===== src/rtl/pipe_scorer_if.sv =====
// pipe_scorer_if: bundles the game-control inputs and pipe/score outputs.
// master drives start/tick/fail/bird_row/gap_in; slave returns pipe state.
interface pipe_scorer_if #(
  parameter int CW = 4
);
  logic          start;
  logic          tick;
  logic          fail;
  logic [CW-1:0] bird_row;
  logic [CW-1:0] gap_in;
  logic [CW-1:0] pipe_col;
  logic [CW-1:0] gap_top;
  logic          pipe_active;
  logic          score;
  logic          crush;

  modport master (
    output start, tick, fail, bird_row, gap_in,
    input  pipe_col, gap_top, pipe_active, score, crush
  );

  modport slave (
    input  start, tick, fail, bird_row, gap_in,
    output pipe_col, gap_top, pipe_active, score, crush
  );
endinterface


===== src/rtl/pipe_scorer.sv =====
// pipe_scorer: scrolls one pipe across the matrix, scores clean passes,
// latches crush on collision. Ports: Clock, reset (sync, active-high), io.
module pipe_scorer #(
  parameter int COLS      = 16,
  parameter int ROWS      = 16,
  parameter int BIRD_COL  = 3,
  parameter int GAP_H     = 4,
  parameter int SPAWN_GAP = 2,
  parameter int CW        = 4
) (
  input logic          Clock,
  input logic          reset,
  pipe_scorer_if.slave io
);

  localparam int W1 = CW + 1;
  localparam logic [CW-1:0] LAST  = CW'(COLS - 1);
  localparam logic [CW-1:0] GMAX  = CW'(ROWS - GAP_H);
  localparam logic [CW-1:0] BIRD  = CW'(BIRD_COL);
  localparam logic [CW-1:0] SPAWN = CW'(SPAWN_GAP);

  typedef enum logic [1:0] {
    IDLE,
    WAIT,
    SCROLL,
    OVER
  } state_t;

  state_t        state_q, state_d;
  logic [CW-1:0] col_q, col_d;
  logic [CW-1:0] gap_q, gap_d;
  logic [CW-1:0] cnt_q, cnt_d;
  logic          act_q, act_d;
  logic          score_q, score_d;
  logic          crush_q, crush_d;

  logic [W1-1:0] gap_bot;
  logic          in_gap;
  logic          at_bird;
  logic [CW-1:0] gap_clamp;

  // Bottom row computed one bit wider so gap_top+GAP_H-1 cannot wrap.
  assign gap_bot   = {1'b0, gap_q} + W1'(GAP_H - 1);
  assign in_gap    = (io.bird_row >= gap_q) &&
                     ({1'b0, io.bird_row} <= gap_bot);
  assign at_bird   = (col_q == BIRD);
  assign gap_clamp = (io.gap_in > GMAX) ? GMAX : io.gap_in;

  always_comb begin
    state_d = state_q;
    col_d   = col_q;
    gap_d   = gap_q;
    cnt_d   = cnt_q;
    act_d   = act_q;
    score_d = 1'b0;
    crush_d = crush_q;
    if (io.start) begin
      unique case (state_q)
        IDLE: begin
          if (io.fail) begin
            state_d = OVER;
          end else begin
            state_d = WAIT;
            cnt_d   = SPAWN;
          end
        end
        WAIT: begin
          if (io.fail) begin
            state_d = OVER;
          end else if (io.tick) begin
            cnt_d = cnt_q - 1'b1;
            if (cnt_q == CW'(1)) begin
              state_d = SCROLL;
              col_d   = LAST;
              act_d   = 1'b1;
              gap_d   = gap_clamp;
            end
          end
        end
        SCROLL: begin
          if (io.fail) begin
            state_d = OVER;
          end else if (act_q && at_bird && !in_gap) begin
            // Collision is checked every cycle, not only on ticks.
            state_d = OVER;
            crush_d = 1'b1;
          end else if (io.tick) begin
            score_d = at_bird && in_gap;
            if (col_q == '0) begin
              state_d = WAIT;
              act_d   = 1'b0;
              cnt_d   = SPAWN;
            end else begin
              col_d = col_q - 1'b1;
            end
          end
        end
        OVER: begin
        end
        default: begin
          state_d = IDLE;
        end
      endcase
    end
  end

  always_ff @(posedge Clock) begin
    if (reset) begin
      state_q <= IDLE;
      col_q   <= LAST;
      gap_q   <= '0;
      cnt_q   <= SPAWN;
      act_q   <= 1'b0;
      score_q <= 1'b0;
      crush_q <= 1'b0;
    end else begin
      state_q <= state_d;
      col_q   <= col_d;
      gap_q   <= gap_d;
      cnt_q   <= cnt_d;
      act_q   <= act_d;
      score_q <= score_d;
      crush_q <= crush_d;
    end
  end

  assign io.pipe_col    = col_q;
  assign io.gap_top     = gap_q;
  assign io.pipe_active = act_q;
  assign io.score       = score_q;
  assign io.crush       = crush_q;

endmodule


===== src/flat_wrapper.sv =====
// flat-port wrapper written by rule: the top's interface ports become plain ports
module pipe_scorer_flat 
#(
  parameter int COLS      = 16,
  parameter int ROWS      = 16,
  parameter int BIRD_COL  = 3,
  parameter int GAP_H     = 4,
  parameter int SPAWN_GAP = 2,
  parameter int CW        = 4
)
  (Clock, reset, io_start, io_tick, io_fail, io_bird_row, io_gap_in, io_pipe_col, io_gap_top, io_pipe_active, io_score, io_crush);
  pipe_scorer_if #(.CW(CW)) io_i ();
  input logic Clock;
  input logic reset;
  input wire logic [$bits(io_i.start)-1:0] io_start;
  input wire logic [$bits(io_i.tick)-1:0] io_tick;
  input wire logic [$bits(io_i.fail)-1:0] io_fail;
  input wire logic [$bits(io_i.bird_row)-1:0] io_bird_row;
  input wire logic [$bits(io_i.gap_in)-1:0] io_gap_in;
  output wire logic [$bits(io_i.pipe_col)-1:0] io_pipe_col;
  output wire logic [$bits(io_i.gap_top)-1:0] io_gap_top;
  output wire logic [$bits(io_i.pipe_active)-1:0] io_pipe_active;
  output wire logic [$bits(io_i.score)-1:0] io_score;
  output wire logic [$bits(io_i.crush)-1:0] io_crush;
  assign io_i.start = io_start;
  assign io_i.tick = io_tick;
  assign io_i.fail = io_fail;
  assign io_i.bird_row = io_bird_row;
  assign io_i.gap_in = io_gap_in;
  assign io_pipe_col = io_i.pipe_col;
  assign io_gap_top = io_i.gap_top;
  assign io_pipe_active = io_i.pipe_active;
  assign io_score = io_i.score;
  assign io_crush = io_i.crush;
  pipe_scorer #(.COLS(COLS), .ROWS(ROWS), .BIRD_COL(BIRD_COL), .GAP_H(GAP_H), .SPAWN_GAP(SPAWN_GAP), .CW(CW)) u_core (.Clock(Clock), .reset(reset), .io(io_i));
endmodule

===== config.mk =====
export PLATFORM = sky130hd
export DESIGN_NAME = pipe_scorer_flat
export DESIGN_NICKNAME = d
export VERILOG_FILES = /design/src/rtl/pipe_scorer_if.sv /design/src/rtl/pipe_scorer.sv /design/src/flat_wrapper.sv
export SDC_FILE = /design/constraint.sdc
export NUM_CORES = 1
export LEC_CHECK = 0
export ABC_CLOCK_PERIOD_IN_PS = 3040
export CAP_MARGIN = 20
export CORE_ASPECT_RATIO = 0.6
export CORE_MARGIN = 5
export CORE_UTILIZATION = 40
export CTS_BUF_LIST = sky130_fd_sc_hd__clkbuf_8 sky130_fd_sc_hd__clkbuf_16
export DETAILED_ROUTE_END_ITERATION = 12
export SETUP_SLACK_MARGIN = 0.15
export SLEW_MARGIN = 30
export SYNTH_ARGS = -nofsm -noshare
export SYNTH_HDL_FRONTEND = slang
export SYNTH_SLANG_ARGS = --single-unit

===== constraint.sdc =====
create_clock -name Clock -period 3.04 [get_ports Clock]
set_clock_uncertainty 0.2 [all_clocks]
set_input_delay 0.76 -clock Clock [delete_from_list [all_inputs] [get_ports Clock]]
set_output_delay 0.76 -clock Clock [all_outputs]
set_load 0.02 [all_outputs]

; ---- After elaboration in Yosys (flattened, before gate mapping)
; Cells that the tools add are included.
[op_classes]
add_sub_neg = 3
magnitude_cmp = 3
n_eq_ne = 17
muxes = 34
bitwise = 4
reduce_logical = 16
[ops]
columns = cell, count
row1 = $mux 4, 15
row2 = $reduce_and 9->1, 3
row3 = $mux 2, 8
row4 = $ne 2x2->1 const B, 7
row5 = $pmux 4 s3, 1
row6 = $pmux 4 s2, 1
row7 = $sub 4x1->4 const B, 2
row8 = $mux 1, 7
row9 = $pmux 2 s3, 1
row10 = $reduce_and 6->1, 1
row11 = $reduce_or 6->1, 1
row12 = $add 4x2->5 const B, 1
row13 = $le 4x5->1, 1
row14 = $reduce_and 5->1, 1
row15 = $eq 4x1->1 const B, 1
row16 = $eq 4x2->1 const B, 1
row17 = $ge 4x4->1, 1
row18 = $gt 4x4->1 const B, 1
row19 = $logic_and 1x1->1, 4
row20 = $logic_not 4->1, 1
row21 = $ne 2x1->1 const B, 2
row22 = $ne 4x2->1 const B, 1
row23 = $ne 4x3->1 const B, 1
row24 = $not 1->1, 4
row25 = 10 further kinds, 10
[totals]
regBits = 17
input_bits = 13
word_cells = 84

; ---- Longest topological paths before layout
[logic_depth]
ltp_word = 8
ltp_mapped = 10
mapped_depth_nobuf = 10

; ---- Worst setup path after synthesis
; No wires, ideal clock.
[synth_path]
path_kind = register -> register
from = register u_core.gap_q[0], in the netlist u_core.io.gap_top[0]
to = register u_core.cnt_q[3]
setup_ps = 115
arrival_time_ps = 2366
t_required_ps = 2725
setup_slack_ps = 358
path_stages_with_launch = 10
path_buffers = 0
period_less_slack_ps = 2682
path_cell_list = dfxtp_1 inv_1 ha_1 ha_1 nor2b_1 o211ai_1 a21oi_2 o31ai_2 nand3_1 a31o_1
[synth_via]
elab_chain_cells = 7
elab_cells_between_ends = 8
[synth_rtl]
columns = item, line
row1 = from (decl), pipe_scorer.sv:31  ; logic [CW-1:0] gap_q, gap_d;
row2 = from (signal assigned), pipe_scorer.sv:119  ; gap_q <= gap_d;
row3 = $add 4x2->5, pipe_scorer.sv:43  ; assign gap_bot = {1'b0, gap_q} + W1'(GAP_H - 1);
row4 = $le 4x5->1, pipe_scorer.sv:45  ; ({1'b0, io.bird_row} <= gap_bot);
row5 = $logic_and 1x1->1 *, pipe_scorer.sv:44  ; assign in_gap = (io.bird_row >= gap_q) &&
row6 = $logic_not 1->1 *, pipe_scorer.sv:83  ; end else if (act_q && at_bird && !in_gap) begin
row7 = $logic_and 1x1->1 *, pipe_scorer.sv:83
row8 = $ne 2x2->1 (no line) *, n/a
row9 = $reduce_and 9->1 (no line) *, n/a
row10 = to (signal assigned), pipe_scorer.sv:120  ; cnt_q <= cnt_d;
row11 = to (decl), pipe_scorer.sv:32  ; logic [CW-1:0] cnt_q, cnt_d;
; Every way passes the cells marked *; elsewhere a longest branch is shown, timed or not.
; A chain may end at the register's enable or synchronous reset.

; ---- Worst setup path after layout
[layout_path]
from = input io_bird_row[0]
to = register u_core.col_q[0], in the netlist u_core.io.pipe_col[0]
[layout_via]
elab_chain_cells = 6
elab_cells_between_ends = 7
[layout_rtl]
columns = item, line
row1 = from (decl), flat_wrapper.sv:18  ; input wire logic [$bits(io_i.bird_row)-1:0] io_bird_row;
row2 = $le 4x5->1 / $ge 4x4->1 (equally long branches), "pipe_scorer.sv:45, pipe_scorer.sv:44"
row3 = $logic_and 1x1->1 *, pipe_scorer.sv:44
row4 = $logic_not 1->1 *, pipe_scorer.sv:83
row5 = $logic_and 1x1->1 *, pipe_scorer.sv:83
row6 = $ne 2x2->1 (no line) *, n/a
row7 = $reduce_and 9->1 (no line) *, n/a
row8 = to (signal assigned), pipe_scorer.sv:118  ; col_q <= col_d;
row9 = to (decl), pipe_scorer.sv:30  ; logic [CW-1:0] col_q, col_d;
; Marked as above.

==> results_dict.tcl <==
set metrics [dict create \
    p_leak_nw 0.6778 \
    path_max_fanout 5 \
    slowest_delay_ps 450 \
    hold_viol 0 \
    async_reset_ff_share_pct 0 \
    wl_um 3481 \
    drive_gt1_share_pct 11.34 \
    yosysTopAreaCell "dfxtp_1" \
    r2r_cells 10 \
    synth_edf_count 0 \
    path_clk_slew_ps 60 \
    grt_pass1_vias 1213 \
    path_cells "clkdlybuf4s50_1 > inv_1 > ha_1 > a21boi_1 > o22ai_2 > and2_4 > or3_1 > a21oi_1 > a21bo_1" \
    initial_utilization_pct 41.38 \
    antenna-diode-count 0 \
    pwr-share-seq_pct 44.5 \
    r2r_end "u_core.cnt_q[3]" \
    post_cts_resized 0 \
    period_share_pct 94.55 \
    setup_violations 0 \
    crit_start "io_bird_row[0]" \
    cap_viol_max_count 0 \
    irDropWorstVdd_mv 0.1981 \
    synthCells 164 \
    swShare_pct 28.55 \
    netlist_area_um2 1334 \
    worst-path-stages 9 \
    fp.dieH_um 54.73 \
    routed_via_density 5.490 \
    cp.required_ps 2990 \
    cts_buffers 3 \
    synth_nets 194 \
    die-area_um2 4627 \
    ys_types 51 \
    yosys.area.top_type_share_pct 25.52 \
    timing.final.ws_setup_ps 165.8 \
    tritoncts "done" \
    grt_setup_unrepaired "yes" \
    die_w_um 84.55 \
    clock_sinks 17 \
    yosysMostFrequentCell "nand2_1" \
    antenna_found_initial 0 \
    preCtsSetupSlack_ps -70.70 \
    pwr_density_cell_nw_per_um2 306.4 \
    netlist_top_cells_area "dfxtp_1 26%, ha_1 16%, a21oi_1 5.3%" \
    critPathCapture "u_core.io.pipe_col[0]" \
    clockRootBuffer "clkbuf_8" \
    fillCellCount 309 \
    intPower_mw 0.3778 \
    min_period_ps 2874 \
    grt_max_degree 17 \
    r2r_start "u_core.io.gap_top[0]" \
    crit_buf_inv 2 \
    core-area_um2 3223 \
    hold_path.class "register to register" \
    timing.fmax_ghz 0.3479 \
    dp_hpwl_um 2771 \
    crit_family "compound AO/OA/AOI/OAI gates" \
    ant_nets 0 \
    switching_power_mw 0.1509 \
    placed_cells 235 \
    insertion_delay_ps 250 \
    crit_path_start_kind "input pin" \
    cts_buffer_depth 2 \
    htree_levels 1 \
    pwr-share-clk_pct 31.0 \
    numPortBuffers 23 \
    syn_to_final_growth_pct 29.36 \
    synth-seq-cells 17 \
    nets 225 \
    drt_pass1_iterations 4 \
    end_kind "register" \
    grt_pass1_wl_um 5733 \
    routedWlPerCell_um 14.56 \
    drt_iter0_drc 98 \
    post_cts_buffers 0 \
    synth_ff_type "dfxtp_1" \
    grt_use_total_pct 16.11 \
    tightestPinTransition_ps 668.2 \
    cp_slowest_cell "clkdlybuf4s50_1" \
    maxSlewHeadroom_pct 55.36 \
    pin_count 24 \
    stdcell_count 239 \
    num_vias 1312 \
    drcViolationCount 0 \
    ys_top_cells_by_count "18 x nand2_1, 17 x dfxtp_1, 17 x ha_1" \
    setup.worst_path.class "input pin to register" \
    status "complete, no violations" \
    hold_buffers 0 \
    arrival_ps 2820 \
    ys_seq_area_share_pct 25.52 \
    p_comb_share_pct 24.5 \
    gp_congestion 0.8488 \
    synth_warnings 0 \
    grt_overflow 0 \
    placementRows 16 \
    maxSlewViolCount 0 \
    reg2reg_setup_slack_ps 330 \
    avgSynthCellArea_um2 8.133 \
]
-- cells by family (layout without fill, tap and decap cells) --
logic type                 count (synthesis)  after routing  share of synthesized area, %
and+or+nand+nor                           65             65                         27.49
buffers and inverters                     18             48                         5.159
xor gates and xnor gates                   2              2                         1.314
adders and majority gates                 17             17                         15.95
DFF                                       17             17                         25.52
AOI/OAI and AO/OA                         45             45                         24.58
-- layer usage --
metal  global-route usage [%]  vias to the layer above  share of wire [%]
li1                         -                      659                  -
met1                    22.54                      615                 52
met3                    4.361                        2                6.5
met4                    4.474                        0               0.29
met5                        0                        -                  0
met2                    24.42                       36                 41
-- power groups by stage --
stage               sequential (mW)  clock [mW]  combinational (mW)
finish                        0.235       0.164               0.130
global route                  0.236       0.182               0.143
CTS                           0.235       0.171               0.125
detailed placement            0.240           0               0.124
global placement              0.239           0               0.121
floorplan                     0.238           0              0.0802
-- worst reg2reg max path: stages, from the launching register on --
cell,delay [ps]
dfxtp_1,400
inv_1,90
ha_1,300
ha_1,320
nor2b_1,150
o211ai_1,230
a21oi_2,140
o31ai_2,270
buf_4,190
nand3_1,90
a31o_1,230
-- sequential cells by signal, summed over array words and instances, names as in the netlist --
register and count:
u_core.cnt_q 4, u_core.io.gap_top 4, u_core.io.pipe_col 4, u_core.state_q 2
u_core.io.crush 1, u_core.io.pipe_active 1, u_core.io.score 1
-- placed cells by master, fill, tap and decap left out, drive strengths merged, types with 2 or more instances in the layout --
master	n
nand2b	5
nand2	18
o211a	2
o21ai	2
a31o	2
clkbuf	3
nand4	5
o31ai	4
dfxtp	17
ha	17
nand3	7
inv	15
a21o	3
and2	2
a221o	2
o211ai	2
clkdlybuf4s50	23
and3	2
nor3b	2
o21a	2
nor2	8
nor2b	5
a31oi	2
nor3	3
a21oi	15
or3	3
buf	7
-- worst min-delay path by stage --
stage | start | end | slack, ps | cells after the start
floorplan | u_core.state_q[1] | u_core.state_q[1] | 280 | 2
global placement | u_core.io.gap_top[1] | u_core.io.gap_top[1] | 280 | 2
detailed placement | u_core.io.crush | u_core.io.crush | 270 | 2
CTS | u_core.io.gap_top[1] | u_core.io.gap_top[1] | 310 | 2
global route | u_core.io.gap_top[1] | u_core.io.gap_top[1] | 340 | 2
finish | u_core.io.gap_top[1] | u_core.io.gap_top[1] | 300 | 2
-- area by class of cell --
| cell class | count | area [um^2] | area share (%) |
|---|---|---|---|
| clock inverter | 1 | 3.754 | 0.2175 |
| inverter | 14 | 52.55 | 3.046 |
| sequential | 17 | 340.3 | 19.72 |
| multi-input combinational | 129 | 948.4 | 54.97 |
| clock buffer | 3 | 41.29 | 2.393 |
| tap | 45 | 56.30 | 3.263 |
| timing repair buffer | 30 | 282.8 | 16.39 |
-- through the flow --
stage	cell area, um^2	TNS [ps]	utilization [%]	total power, mW	hold WS, ps
global placement	1657	-4.814	51.40	0.3602	282.4
detailed placement	1657	-283.2	51.40	0.3638	268.5
floorplan	1334	0	-	0.3186	278.1
finish	1725	0	53.53	0.5287	296.8
global route	1725	0	53.53	0.5609	335.3
CTS	1702	0	52.80	0.5309	305.2
No activity file was read; power rests on OpenSTA's default activity.
